**config.mk**
```make
export PLATFORM = sky130hd
export DESIGN_NAME = uart_rx_os
export DESIGN_NICKNAME = d
export VERILOG_FILES = /design/src/rtl/uart_pkg.sv /design/src/rtl/uart_baud_tick.sv /design/src/rtl/uart_rx_os.sv
export SDC_FILE = /design/constraint.sdc
export NUM_CORES = 1
export LEC_CHECK = 0
export ABC_AREA = 1
export ABC_CLOCK_PERIOD_IN_PS = 1500
export CORE_MARGIN = 5
export CORE_UTILIZATION = 54
export CTS_BUF_LIST = sky130_fd_sc_hd__clkbuf_4
export DETAILED_ROUTE_END_ITERATION = 7
export PLACE_DENSITY_LB_ADDON = 0.08
export SYNTH_ARGS = -nofsm -noshare
export SYNTH_HDL_FRONTEND = slang
export SYNTH_SLANG_ARGS = --single-unit
```
**constraint.sdc**
```tcl
create_clock -name clk -period 1.5 [get_ports clk]
set_input_delay 0.15 -clock clk [delete_from_list [all_inputs] [get_ports clk]]
set_output_delay 0.15 -clock clk [all_outputs]
set_load 0.03 [all_outputs]
```
**src/rtl/uart_pkg.sv**
```systemverilog
// Shared definitions for the oversampling UART receiver (and a future transmitter).
// Contents:
//   uart_state_e - receiver FSM states
//   calc_div     - rounded system-clock divider that produces the oversample tick
//   maj3         - majority of three samples
package uart_pkg;

  typedef enum logic [2:0] {
    IDLE   = 3'd0,
    START  = 3'd1,
    DATA   = 3'd2,
    PARITY = 3'd3,
    STOP   = 3'd4,
    BREAK  = 3'd5
  } uart_state_e;

  // Rounded CLK_HZ / (BAUD * OVERSAMPLE).
  function automatic int calc_div(input int clk_hz, input int baud, input int os);
    return (clk_hz + (baud * os) / 2) / (baud * os);
  endfunction

  function automatic logic maj3(input logic a, input logic b, input logic c);
    return (a & b) | (a & c) | (b & c);
  endfunction

endpackage

```
**src/rtl/uart_baud_tick.sv**
```systemverilog
// Free-running oversample tick generator.
// Parameters: CLK_HZ, BAUD, OVERSAMPLE (tick rate = BAUD * OVERSAMPLE).
// Ports:
//   clk  - system clock, rising edge
//   rst  - asynchronous active-high reset
//   tick - one-cycle strobe while the divider counter sits at DIV-1
// The counter is never resynchronised to the serial line.
module uart_baud_tick
  import uart_pkg::*;
#(
  parameter int CLK_HZ     = 50_000_000,
  parameter int BAUD       = 115_200,
  parameter int OVERSAMPLE = 16
) (
  input  logic clk,
  input  logic rst,
  output logic tick
);

  localparam int DIV = calc_div(CLK_HZ, BAUD, OVERSAMPLE);
  localparam int CW  = (DIV > 2) ? $clog2(DIV) : 1;
  localparam logic [CW-1:0] CNT_LAST = CW'(DIV - 1);
  localparam logic [CW-1:0] CNT_ONE  = CW'(1);

  if (DIV < 2) begin : g_div_chk
    $error("uart_baud_tick: divider must be at least 2");
  end

  logic [CW-1:0] r_cnt;

  always_ff @(posedge clk or posedge rst) begin
    if (rst) begin
      r_cnt <= {CW{1'b0}};
    end else if (r_cnt == CNT_LAST) begin
      r_cnt <= {CW{1'b0}};
    end else begin
      r_cnt <= r_cnt + CNT_ONE;
    end
  end

  assign tick = (r_cnt == CNT_LAST);

endmodule

```
**src/rtl/uart_rx_os.sv**
```systemverilog
// Oversampling UART receiver with on-chip baud tick, 2-flop input synchroniser
// and 3-sample majority vote per bit.
// Optional feature macro: UART_RX_PARITY_EN (adds a parity bit after the data bits).
// Ports:
//   clk        - system clock, rising edge
//   rst        - asynchronous active-high reset
//   rx         - raw serial line, idle high, asynchronous to clk
//   out        - last received word (LSB first on the line), held until next stop decision
//   valid      - one-cycle pulse: out holds a good word
//   frame_err  - one-cycle pulse: stop bit sampled low
//   parity_err - one-cycle pulse: parity mismatch (tied 0 without the macro)
//   busy       - high while the receiver is not idle
module uart_rx_os
  import uart_pkg::*;
#(
  parameter int CLK_HZ     = 50_000_000,
  parameter int BAUD       = 115_200,
  parameter int OVERSAMPLE = 16,
  parameter int DATA_BITS  = 8,
  parameter int PARITY_ODD = 0
) (
  input  logic                 clk,
  input  logic                 rst,
  input  logic                 rx,
  output logic [DATA_BITS-1:0] out,
  output logic                 valid,
  output logic                 frame_err,
  output logic                 parity_err,
  output logic                 busy
);

  localparam int OSW = $clog2(OVERSAMPLE);
  localparam int BW  = $clog2(DATA_BITS);
  localparam logic [OSW-1:0] OS_ONE   = OSW'(1);
  localparam logic [OSW-1:0] OS_A     = OSW'(OVERSAMPLE / 2 - 1);
  localparam logic [OSW-1:0] OS_B     = OSW'(OVERSAMPLE / 2);
  localparam logic [OSW-1:0] OS_DEC   = OSW'(OVERSAMPLE / 2 + 1);
  localparam logic [OSW-1:0] OS_LAST  = OSW'(OVERSAMPLE - 1);
  localparam logic [BW-1:0]  BIT_ONE  = BW'(1);
  localparam logic [BW-1:0]  BIT_LAST = BW'(DATA_BITS - 1);

  if ((OVERSAMPLE < 8) || ((OVERSAMPLE % 2) != 0)) begin : g_os_chk
    $error("uart_rx_os: OVERSAMPLE must be even and at least 8");
  end
  if ((DATA_BITS < 5) || (DATA_BITS > 9)) begin : g_db_chk
    $error("uart_rx_os: DATA_BITS must be 5..9");
  end
  if ((PARITY_ODD != 0) && (PARITY_ODD != 1)) begin : g_par_chk
    $error("uart_rx_os: PARITY_ODD must be 0 or 1");
  end

  logic                 w_tick;
  logic                 w_rxs;
  logic                 w_maj;
  logic                 w_decide;
  uart_state_e          r_state;
  uart_state_e          w_state_nxt;
  logic                 r_sync1;
  logic                 r_sync2;
  logic [OSW-1:0]       r_os_cnt;
  logic [BW-1:0]        r_bit_idx;
  logic                 r_s_a;
  logic                 r_s_b;
  logic [DATA_BITS-1:0] r_shift;
  logic [DATA_BITS-1:0] r_out;
  logic                 r_valid;
  logic                 r_frame_err;
  logic                 r_busy;

  uart_baud_tick #(
    .CLK_HZ    (CLK_HZ),
    .BAUD      (BAUD),
    .OVERSAMPLE(OVERSAMPLE)
  ) u_tick (
    .clk (clk),
    .rst (rst),
    .tick(w_tick)
  );

  // Two-flop synchroniser; resets to the idle (high) line level.
  always_ff @(posedge clk or posedge rst) begin
    if (rst) begin
      r_sync1 <= 1'b1;
      r_sync2 <= 1'b1;
    end else begin
      r_sync1 <= rx;
      r_sync2 <= r_sync1;
    end
  end

  assign w_rxs    = r_sync2;
  // Third vote is the live sample taken on the decision tick itself.
  assign w_maj    = maj3(r_s_a, r_s_b, w_rxs);
  assign w_decide = w_tick && (r_os_cnt == OS_DEC);

  // FSM state register.
  always_ff @(posedge clk or posedge rst) begin
    if (rst) begin
      r_state <= IDLE;
    end else begin
      r_state <= w_state_nxt;
    end
  end

  // FSM next-state logic.
  always_comb begin
    w_state_nxt = r_state;
    case (r_state)
      IDLE: begin
        if (w_tick && !w_rxs) w_state_nxt = START;
        else                  w_state_nxt = r_state;
      end
      START: begin
        if (w_decide) w_state_nxt = w_maj ? IDLE : DATA;
        else          w_state_nxt = r_state;
      end
      DATA: begin
        if (w_decide && (r_bit_idx == BIT_LAST)) begin
`ifdef UART_RX_PARITY_EN
          w_state_nxt = PARITY;
`else
          w_state_nxt = STOP;
`endif
        end else begin
          w_state_nxt = r_state;
        end
      end
`ifdef UART_RX_PARITY_EN
      PARITY: begin
        if (w_decide) w_state_nxt = STOP;
        else          w_state_nxt = r_state;
      end
`endif
      // Leaving STOP at mid-bit lets a following start edge be caught with one stop bit.
      STOP: begin
        if (w_decide) w_state_nxt = w_maj ? IDLE : BREAK;
        else          w_state_nxt = r_state;
      end
      BREAK: begin
        if (w_tick && w_rxs) w_state_nxt = IDLE;
        else                 w_state_nxt = r_state;
      end
      default: w_state_nxt = IDLE;
    endcase
  end

`ifdef UART_RX_PARITY_EN
  logic r_par_err;
  logic r_parity_err;
  logic w_par_exp;
  assign w_par_exp = (PARITY_ODD != 0) ? ~(^r_shift) : (^r_shift);
`endif

  // Oversample counter, vote samples, shift register and registered outputs.
  always_ff @(posedge clk or posedge rst) begin
    if (rst) begin
      r_os_cnt    <= {OSW{1'b0}};
      r_bit_idx   <= {BW{1'b0}};
      r_s_a       <= 1'b1;
      r_s_b       <= 1'b1;
      r_shift     <= {DATA_BITS{1'b0}};
      r_out       <= {DATA_BITS{1'b0}};
      r_valid     <= 1'b0;
      r_frame_err <= 1'b0;
      r_busy      <= 1'b0;
`ifdef UART_RX_PARITY_EN
      r_par_err    <= 1'b0;
      r_parity_err <= 1'b0;
`endif
    end else begin
      r_valid     <= 1'b0;
      r_frame_err <= 1'b0;
      r_busy      <= (w_state_nxt != IDLE);
`ifdef UART_RX_PARITY_EN
      r_parity_err <= 1'b0;
`endif
      if (w_tick) begin
        // The detecting tick counts as sample 0 of the start bit.
        if (r_state == IDLE) begin
          r_os_cnt <= w_rxs ? {OSW{1'b0}} : OS_ONE;
        end else if (r_os_cnt == OS_LAST) begin
          r_os_cnt <= {OSW{1'b0}};
        end else begin
          r_os_cnt <= r_os_cnt + OS_ONE;
        end
        if (r_os_cnt == OS_A) r_s_a <= w_rxs;
        if (r_os_cnt == OS_B) r_s_b <= w_rxs;
      end
      if (w_decide) begin
        case (r_state)
          START: begin
            r_bit_idx <= {BW{1'b0}};
`ifdef UART_RX_PARITY_EN
            r_par_err <= 1'b0;
`endif
          end
          DATA: begin
            r_shift   <= {w_maj, r_shift[DATA_BITS-1:1]};
            r_bit_idx <= r_bit_idx + BIT_ONE;
          end
`ifdef UART_RX_PARITY_EN
          PARITY: r_par_err <= (w_maj != w_par_exp);
`endif
          STOP: begin
            r_out <= r_shift;
            if (w_maj) begin
`ifdef UART_RX_PARITY_EN
              if (r_par_err) r_parity_err <= 1'b1;
              else           r_valid      <= 1'b1;
`else
              r_valid <= 1'b1;
`endif
            end else begin
              r_frame_err <= 1'b1;
            end
          end
          default: ;
        endcase
      end
    end
  end

  assign out       = r_out;
  assign valid     = r_valid;
  assign frame_err = r_frame_err;
  assign busy      = r_busy;
`ifdef UART_RX_PARITY_EN
  assign parity_err = r_parity_err;
`else
  assign parity_err = 1'b0;
`endif

endmodule
```
==> impl_results.md <==
- Status: finished, violations left
- Violated checks: setup timing
- CP Max Fanout: 5
- Worst Setup End Kind: flip-flop
- Final setup viols: 6
- Most used cell, CP: nand2_4
- Crit path launch type: flip-flop
- CP peak stage delay: 0.40 ns
- Dpl hpwl: roughly 2.7 mm
- Avg WL per Cell: 13.9 µm
- TritonCTS clock tree: yes
- GRT Util Overall: 0.181
- Row Count: 21
- Seq cells post-synth: 38
- Num CTS Buffers: 5
- Total negative setup slack: -0.165 ns
- Synth area leader: dfrtp_1
- Die height: 68.6 µm
- Min cycle time layout: 1.57 ns
- Share of the synthesized area in the top cell type: 0.458
- Max_slew headroom: 0.557
- Critical path, cell by cell: inv_1 > ha_2 > inv_2 > nor2_4 > nand2_4 > nor2_8 > buf_6 > nand2_4 > nand3_1 > o21ai_1
- Seq/Total Area, Yosys: 0.515
- Fin nets: 237
- Req. time, crit path: between 1.5 and 2 ns
- Residual DRC: 0
- Vias in the first global route: 1353
- Synth top area cells: dfrtp_1 46%, nand2_1 7.7%, dfstp_2 5.7%
- IO buf count: 13
- Syn nets: 207
- Overflow after GRT: 0
- Pin slew with the least headroom to its limit: 0.659 ns
- Clk_lat worst skew: 0.33 ns
- Worst path arrival time: 1.80 ns
- Static Leak: between 1 and 1.5 nW
- Cell count after synthesis: 197
- CTS hold repair buffers: 0
- Synth-to-Final Area Change: 20.4%
- Die X-Extent: 68.6 µm
- Syn Std Cell Area: 1860 µm²
- IO Pins: 15
- Post-Route Utilization: 0.670
- Setup slack after layout: -0.0714 ns
- WP buf/inv: 3
- Class of the tightest hold or removal check: primary input to asynchronous set/reset pin
- CP top delay family: simple AND/OR/NAND/NOR gates
- Clock slew at reported path FFs: 0.11 ns
- Root Buffer: clkbuf_4
- Post-synth cell types: 27
- Layout cell share with drive strength beyond 1: 0.333
- Fmax achieved: between 0.6 and 0.7 GHz
- Final GP Congestion: 0.830
- Iter 0 DRT Violations: 72
- Mean post-synth cell area: 9.43 µm²
- Slew Viols, Final: 0
- Router iterations before antenna repair: 4
- Initial Util: 0.556
- Ant. Diodes: 0
- Max-Cap Viols: 0
- Maximum VDD drop: 564 µV
- H-tree depth: 2
- Worst Skew: between 0.005 and 0.006 ns
- Die area: 4710 µm²
- Core ar.: 3340 µm²
- Tcrit/Tclk final: 1.05
- Detailed-route via count: 1402
- Pre-CTS setup slack: -0.0226 ns
- Routed Antenna Nets: 0
- Hold Violations, Final: 0
- CP max stage cell: dfrtp_1
- Yosys Warn Count: 0
- Pin count of the biggest net entering global routing: 20
- Avg Vias per Cell: 5.12
- First-pass GRT wire length: 6.16 mm
- WS Path Type: flip-flop to flip-flop
- CTS Sinks: 38
- Clock buffer depth: 2
- Pwr dens: 745 nW/µm²
- WL final: 3.80 mm
- Antenna violations before repair: 0
- RSZ-0062 raised after global routing: yes
## power by group
part / internal [W] / leakage (nW) / switching, W
Sequential: 0.00103 / 0.495 / 0.00000531
Clock: 0.000241 / 0.0368 / 0.000326
Combinational: 0.0000155 / 0.619 / 0.0000419
Total: 0.00129 / 1.15 / 0.000373
## flip-flops by register name (all words and copies together) (netlist names), 3 cells and up
signal        count
r_state           3
r_shift           8
u_tick.r_cnt      5
out               8
r_bit_idx         3
r_os_cnt          4
## cells by family after synthesis
kind of cell / Yosys count / synth area share
compound gates: 28 / 0.0943
flops: 38 / 0.515
simple gates: 85 / 0.251
fa+ha+maj: 7 / 0.0472
buf+inv: 38 / 0.0910
other cells: 1 / 0.00202
## worst paths after layout
path / cells past startpoint / endpoint / slack (ns) / start
min: 2 / u_tick.r_cnt[4] / 0.06 / rst
min reg2reg: 0 / r_sync2 / 0.37 / r_sync1
max in group asynchronous: 3 / out[0] / 0.87 / rst
min in group clk: 1 / r_sync1 / 0.21 / rx
max: 10 / r_bit_idx[0] / -0.07 / u_tick.r_cnt[0]
max reg2reg: 10 / r_bit_idx[0] / -0.07 / u_tick.r_cnt[0]
## cells in the mapped netlist (all sizes together)
cell type / instances
o211ai: 1
a21oi: 3
inv: 34
dfstp: 4
dfrtp: 34
ha: 7
buf: 4
a211oi: 1
nand2: 45
nand3: 16
conb: 1
nor2: 15
nor3: 7
nand4: 2
o21ai: 23
## layout by cell type (no fill, tap or decap), types with 8 or more instances in the layout
cell,instances
clkbuf_4,8
o21ai_1,11
nand3_1,11
buf_4,12
dfrtp_1,34
nand2_2,10
o21ai_2,8
dlygate4sd2_1,11
inv_2,11
nand2_1,31
inv_1,23
## per-stage QoR
| stage | std cells | power, W | area, µm² | hold WS, ns |
|---|---|---|---|---|
| floorplan | 197 | 0.00109 | 1860 | 0.154 |
| global placement | 260 | 0.00111 | 2080 | 0.349 |
| detailed placement | 260 | 0.00112 | 2080 | 0.355 |
| CTS | 270 | 0.00167 | 2160 | 0.0543 |
| global route | 274 | 0.00173 | 2230 | 0.0617 |
| finish | 274 | 0.00166 | 2230 | 0.0625 |
## timing repair
action / CTS / global route
pin swaps: 1 / 2
endpoints found under the setup margin: 26 / 26
setup buffers: 2 / 4
gates resized for setup: 15 / 16
hold endpoints to repair: 0 / 0
## per-layer routing
metal | global-route usage | wire length [µm] | up-vias
li1 | - | - | 680
met4 | 0.0645 | 23 | 0
met1 | 0.211 | 1570 | 691
met2 | 0.304 | 2030 | 29
met3 | 0.0681 | 176 | 2
met5 | 0 | 0 | -
## final cells by class
type,count,area [µm²]
clock buffers,8,60.1
fillers,269,1100
inverters,34,128
multi-input cells,121,796
flip-flops and latches,38,956
well taps,46,57.6
repair buffers,27,238
(Power assumes the default switching activity.)
==> patch 1 (same settings) <==
Remove the register `r_busy`: a continuous assignment takes its place, so the output `busy` follows one clock earlier.
--- a/src/rtl/uart_rx_os.sv
+++ b/src/rtl/uart_rx_os.sv
@@ -162,7 +162,6 @@
       r_out       <= {DATA_BITS{1'b0}};
       r_valid     <= 1'b0;
       r_frame_err <= 1'b0;
-      r_busy      <= 1'b0;
 `ifdef UART_RX_PARITY_EN
       r_par_err    <= 1'b0;
       r_parity_err <= 1'b0;
@@ -170,7 +169,6 @@
     end else begin
       r_valid     <= 1'b0;
       r_frame_err <= 1'b0;
-      r_busy      <= (w_state_nxt != IDLE);
 `ifdef UART_RX_PARITY_EN
       r_parity_err <= 1'b0;
 `endif
@@ -220,6 +218,8 @@
     end
   end
 
+  assign r_busy = (w_state_nxt != IDLE);
+
   assign out       = r_out;
   assign valid     = r_valid;
   assign frame_err = r_frame_err;
Formal check against the unedited RTL: no difference found for any inputs over 10 cycles, from zero or initial values and one cycle with rst high; that may be too few to reach the edited logic, so the function may still have changed.
==> patch 1 against the unedited design <==
  * The flow still finishes with violations (negative setup slack)
  * Routed wire length grew 0.16%
  * Via count grew 0.29%
  * Setup slack lost 0.45 ns
  * Die area shrank 1.2%
  * Global-route usage grew 0.69 points
  * Synthesized area shrank 1.3%
  * Count of clock-buffer cells in the layout shrank 3
  * Critical path depth grew 2
  * Sequential cell count shrank 1
  * Synthesized cell count shrank 0.51%
  * Clock skew grew 0.0041 ns
  * Cell area grew 9.7%
  * Power shrank 4.2%
  * Largest cell class unchanged
==> patch 1: results (changes against the unedited design) <==
| Metric | Value |
|---|---|
| Via count | 1406 (+0.29%) |
| Multi-input logic area | 838 sq um (+5.3%) |
| TritonCTS Sinks | 37 (-2.6%) |
| Met3 Usage GRT | 4.43% (-2.4 points) |
| Bufs w/o clock | 45 (+67%) |
| Internal power | 1.21 mW (-6.3%) |
| Cells after Synth | 196 (-0.51%) |
| Global routing usage on met2 | 33.1% (+2.7 points) |
| Failing checks | negative setup slack |
| Adder-cell share of the synthesized area | 4.78% (+0.064 points) |
| Final #Nets | 254 (+7.2%) |
| Met1 usage | 21.0% (-0.18 points) |
| Non-clock buffer share | 18.0% (+7.3 points) |
| Register Area | 931 sq um (-2.6%) |
| DP Area | 2190 sq um (+5.5%) |
| Hold bufs inserted after CTS | 0 (unchanged) |
| GP Congestion | 0.941 (+13%) |
| Mapped Area | 1830 sq um (-1.3%) |
| Layout Cells excl Fill | 291 (+6.2%) |
| DP Wirelength | 2650 microns (-2.7%) |
| Clock network area share | 2.24% (-0.44 points) |
| First-pass GRT wire length | 6480 microns (+5.2%) |
| GRT Overall Usage | 18.8% (+0.69 points) |
| Drt initial violations | 67 (-6.9%) |
| Top area cells in the synthesized netlist | dfrtp_1 (45%), nand2_1 (7.8%), dfstp_2 (5.7%), inv_1 (5.1%), ha_1 (4.8%) |
| Vias in the first global route | 1505 (+11%) |
| Layout cells sized above 1 | 42.9% (+9.5 points) |
| Status | finished with violations |
| Worst Path Arrival | 1.87 ns (+0.07 ns) |
| Final setup fails | 24 (+18) |
| Final wirelength | 3810 microns (+0.16%) |
| Sequential power share | 63.3% (+0.9 points) |
| Largest net degree at the start of global routing | 38 (+90%) |
| Post-synthesis compound-gate area fraction | 9.56% (+0.13 points) |
| Clk_skew | 0.00942 ns (+0.00409 ns) |
| Post-synth top cells | nand2_1 (38), dfrtp_1 (33), inv_1 (25) |
| VDD IR max | 0.568 mV (+0.59%) |
| Net Count, Synth | 206 (-0.48%) |
| Fill cells | 260 (-3.3%) |
| Final Cell Area | 2450 sq um (+9.7%) |
| Worst setup margin | -0.517 ns (-0.446 ns) |
| Dpl cells | 274 (+5.4%) |
## patch 1: cell count changes after synthesis
cell     unedited run  this run
dfrtp_1            34        33
## patch 1: what timing repair did
| action | CTS | global route |
|---|---|---|
| pin swaps | 8 | 12 |
| gates resized for setup | 29 | 22 |
| cloned | 0 | 1 |
| endpoints found under the setup margin | 31 | 31 |
| buffers inserted | 4 | 8 |
## patch 1: stage by stage
stage               total power, mW  setup slack, ns  TNS (ns)  util [%]
floorplan                      1.07          -0.0240   -0.0240         -
global placement               1.09           -0.125    -0.131      66.2
detailed placement             1.10           -0.203    -0.642      66.2
CTS                            1.61           -0.570     -1.73      70.1
global route                   1.66           -0.633     -4.64      74.1
finish                         1.59           -0.517     -2.39      74.1
## patch 1: path summary, 6_finish.rpt
kind | to | from | cells after the start | slack (ns)
max in group asynchronous | r_s_a$_DFFE_PP1P_ | rst | 3 | 1.10
max reg2reg | r_bit_idx[0]$_DFFE_PP0P_ | u_tick.r_cnt[0]$_DFF_PP0_ | 12 | -0.12
min reg2reg | r_sync2$_DFF_PP1_ | r_sync1$_DFF_PP1_ | 0 | 0.37
min in group clk | r_sync1$_DFF_PP1_ | rx | 1 | 0.20
min | u_tick.r_cnt[3]$_DFF_PP0_ | rst | 3 | 0.15
max | busy | u_tick.r_cnt[0]$_DFF_PP0_ | 12 | -0.52
## patch 1: layer usage
layer | part of all wire [%] | routed length [microns]
met2 | 53 | 2010
met3 | 3.6 | 138
met1 | 42 | 1590
met4 | 1.8 | 69
met5 | 0 | 0
## patch 1: worst reg2reg max path: stages, from the launching register on
cell and delay, ns:
dfrtp_1 0.39, inv_1 0.06, ha_2 0.18, inv_2 0.05
nor2_4 0.11, nand2_4 0.08, nor2_8 0.14, buf_4 0.12
buf_4 0.09, buf_4 0.10, nand2_2 0.06, nand3_2 0.07
o21ai_2 0.06
==> patch 2 (same flow settings) <==
Made on the original files. `BAUD` is set to 115_200 in 2 places; all go to 28_800.
--- a/src/rtl/uart_baud_tick.sv
+++ b/src/rtl/uart_baud_tick.sv
@@ -9,7 +9,7 @@
   import uart_pkg::*;
 #(
   parameter int CLK_HZ     = 50_000_000,
-  parameter int BAUD       = 115_200,
+  parameter int BAUD       = 28_800,
   parameter int OVERSAMPLE = 16
 ) (
   input  logic clk,
--- a/src/rtl/uart_rx_os.sv
+++ b/src/rtl/uart_rx_os.sv
@@ -14,7 +14,7 @@
   import uart_pkg::*;
 #(
   parameter int CLK_HZ     = 50_000_000,
-  parameter int BAUD       = 115_200,
+  parameter int BAUD       = 28_800,
   parameter int OVERSAMPLE = 16,
   parameter int DATA_BITS  = 8,
   parameter int PARITY_ODD = 0
Function: same outputs for any inputs over 10 cycles, from zero or initial values and one cycle with rst high; that may be too few to reach the edited logic, so the function may still have changed.
==> patch 2 against the unedited design <==
  * Sequential power grew 4%
  * Sequential cell count grew 2
  * Synthesized area grew 3.1%
  * Worst hold slack lost 0.0049 ns
  * Die area grew 2.6%
  * Clock power grew 19%
  * Cell area grew 3.0%
  * Power grew 8.0%
  * Routed wire length shrank 5.0%
  * Setup slack gained 0.088 ns
  * Highest routed layer unchanged
==> patch 2: results (changes against the unedited design) <==
| Metric | Value |
|---|---|
| Post-synthesis sequential area ratio | 52.5% (+1.1 points) |
| Status | completed |
| GRT Overall Usage | 15.9% (-2.2 points) |
| Top area cells in the synthesized netlist | dfrtp_1 (47%), nand2_1 (9.2%), inv_1 (6.3%), dfstp_2 (5.5%), o21ai_2 (5.0%) |
| CP max FO | 6 (+1) |
| First-pass GRT wire length | 6200 microns (+0.57%) |
| Worst-Skew Late Latency | 0.35 ns (+0.02 ns) |
| Leakage | 1.16 nW (+1.2%) |
| Drt initial violations | 105 (+46%) |
| Clk_skew | 0.0106 ns (+0.00528 ns) |
| Worst Path Arrival | 1.72 ns (-0.08 ns) |
| Synth Area in XOR/XNOR | 0.458% (+0.46 points) |
| Mux cell area share after synthesis | 0.523% (+0.52 points) |
| Final #Nets | 242 (+2.1%) |
| Layout cells sized above 1 | 26.2% (-7.2 points) |
| VDD IR max | 0.591 mV (+4.7%) |
| Min Tclk post-route | 1.48 ns (-0.0876 ns) |
| Final wirelength | 3610 microns (-5.0%) |
| Via count | 1428 (+1.9%) |
| Pre-CTS setup slack | -0.0428 ns (-0.0202 ns) |
| CP max stage delay | 0.43 ns (+0.03 ns) |
| Final setup fails | 0 (-6) |
| Largest net degree at the start of global routing | 21 (+5.0%) |
| Net Count, Synth | 213 (+2.9%) |
| GP Congestion | 0.871 (+4.9%) |
| DP Area | 2150 sq um (+3.5%) |
## patch 2: cell count changes after synthesis, sizes merged, moves of 2 or more
cell   before  now
a21oi       3    7
nor2       15   12
nor3        7    4
o21ai      23   20
dfrtp      34   36
nand2      45   47
nand4       2    4
o22ai       0    2
## patch 2: worst paths after layout
check / depth (start not counted) / end / slack, ns
worst max-delay path: 9 / busy$_DFF_PP0_ / 0.02
max in group asynchronous: 3 / r_bit_idx[1]$_DFFE_PP0P_ / 0.83
min in group clk: 1 / r_sync1$_DFF_PP1_ / 0.20
worst min-delay path: 2 / u_tick.r_cnt[4]$_DFF_PP0_ / 0.06
worst max register to register: 9 / busy$_DFF_PP0_ / 0.02
worst min register to register: 0 / r_sync2$_DFF_PP1_ / 0.36
## patch 2: kinds of logic after synthesis
family / Yosys count
fa+ha+maj: 7
xor+xnor: 1
compound gates: 31
flops: 40
simple gates: 84
buf+inv: 38
other cells: 1
mux: 1
## patch 2: routing by layer
metal	vias to the layer above	global-route usage [%]	share of wire (%)
li1	708	-	-
met3	6	4.35	4.6
met4	0	5.86	1.6
met2	28	27.0	50
met1	686	19.2	44
met5	-	0	0
## patch 2: power breakdown
group          switching (mW)  leakage (nW)  total (mW)  internal, mW
registers             0.00161         0.530        1.08          1.08
clock network           0.336        0.0403       0.677         0.340
logic                  0.0268         0.594      0.0353       0.00848
total                   0.365          1.16        1.80          1.43
## patch 2: repair_timing
item / 4_1_cts / 5_1_grt
pin swaps: 3 / 5
resized for setup: 14 / 18
setup endpoints to repair: 21 / 27
buffers inserted: 0 / 2
cloned: 1 / 0
## patch 2: layout make-up
class                           instances  area (sq um)
Timing Repair Buffer                   25           226
Fill cell                             255          1090
Tap cell                               46          57.6
Multi-Input combinational cell        126           810
Clock buffer                            5          37.5
Clock inverter                          3          37.5
Sequential cell                        40          1010
Inverter                               34           128
## patch 2: critical path: cells and delay by family, from the launching register on
family	cells	cell delay, ns
buffers and inverters	2	0.14
adders and majority gates	1	0.14
DFF	1	0.43
and+or+nand+nor	6	0.67
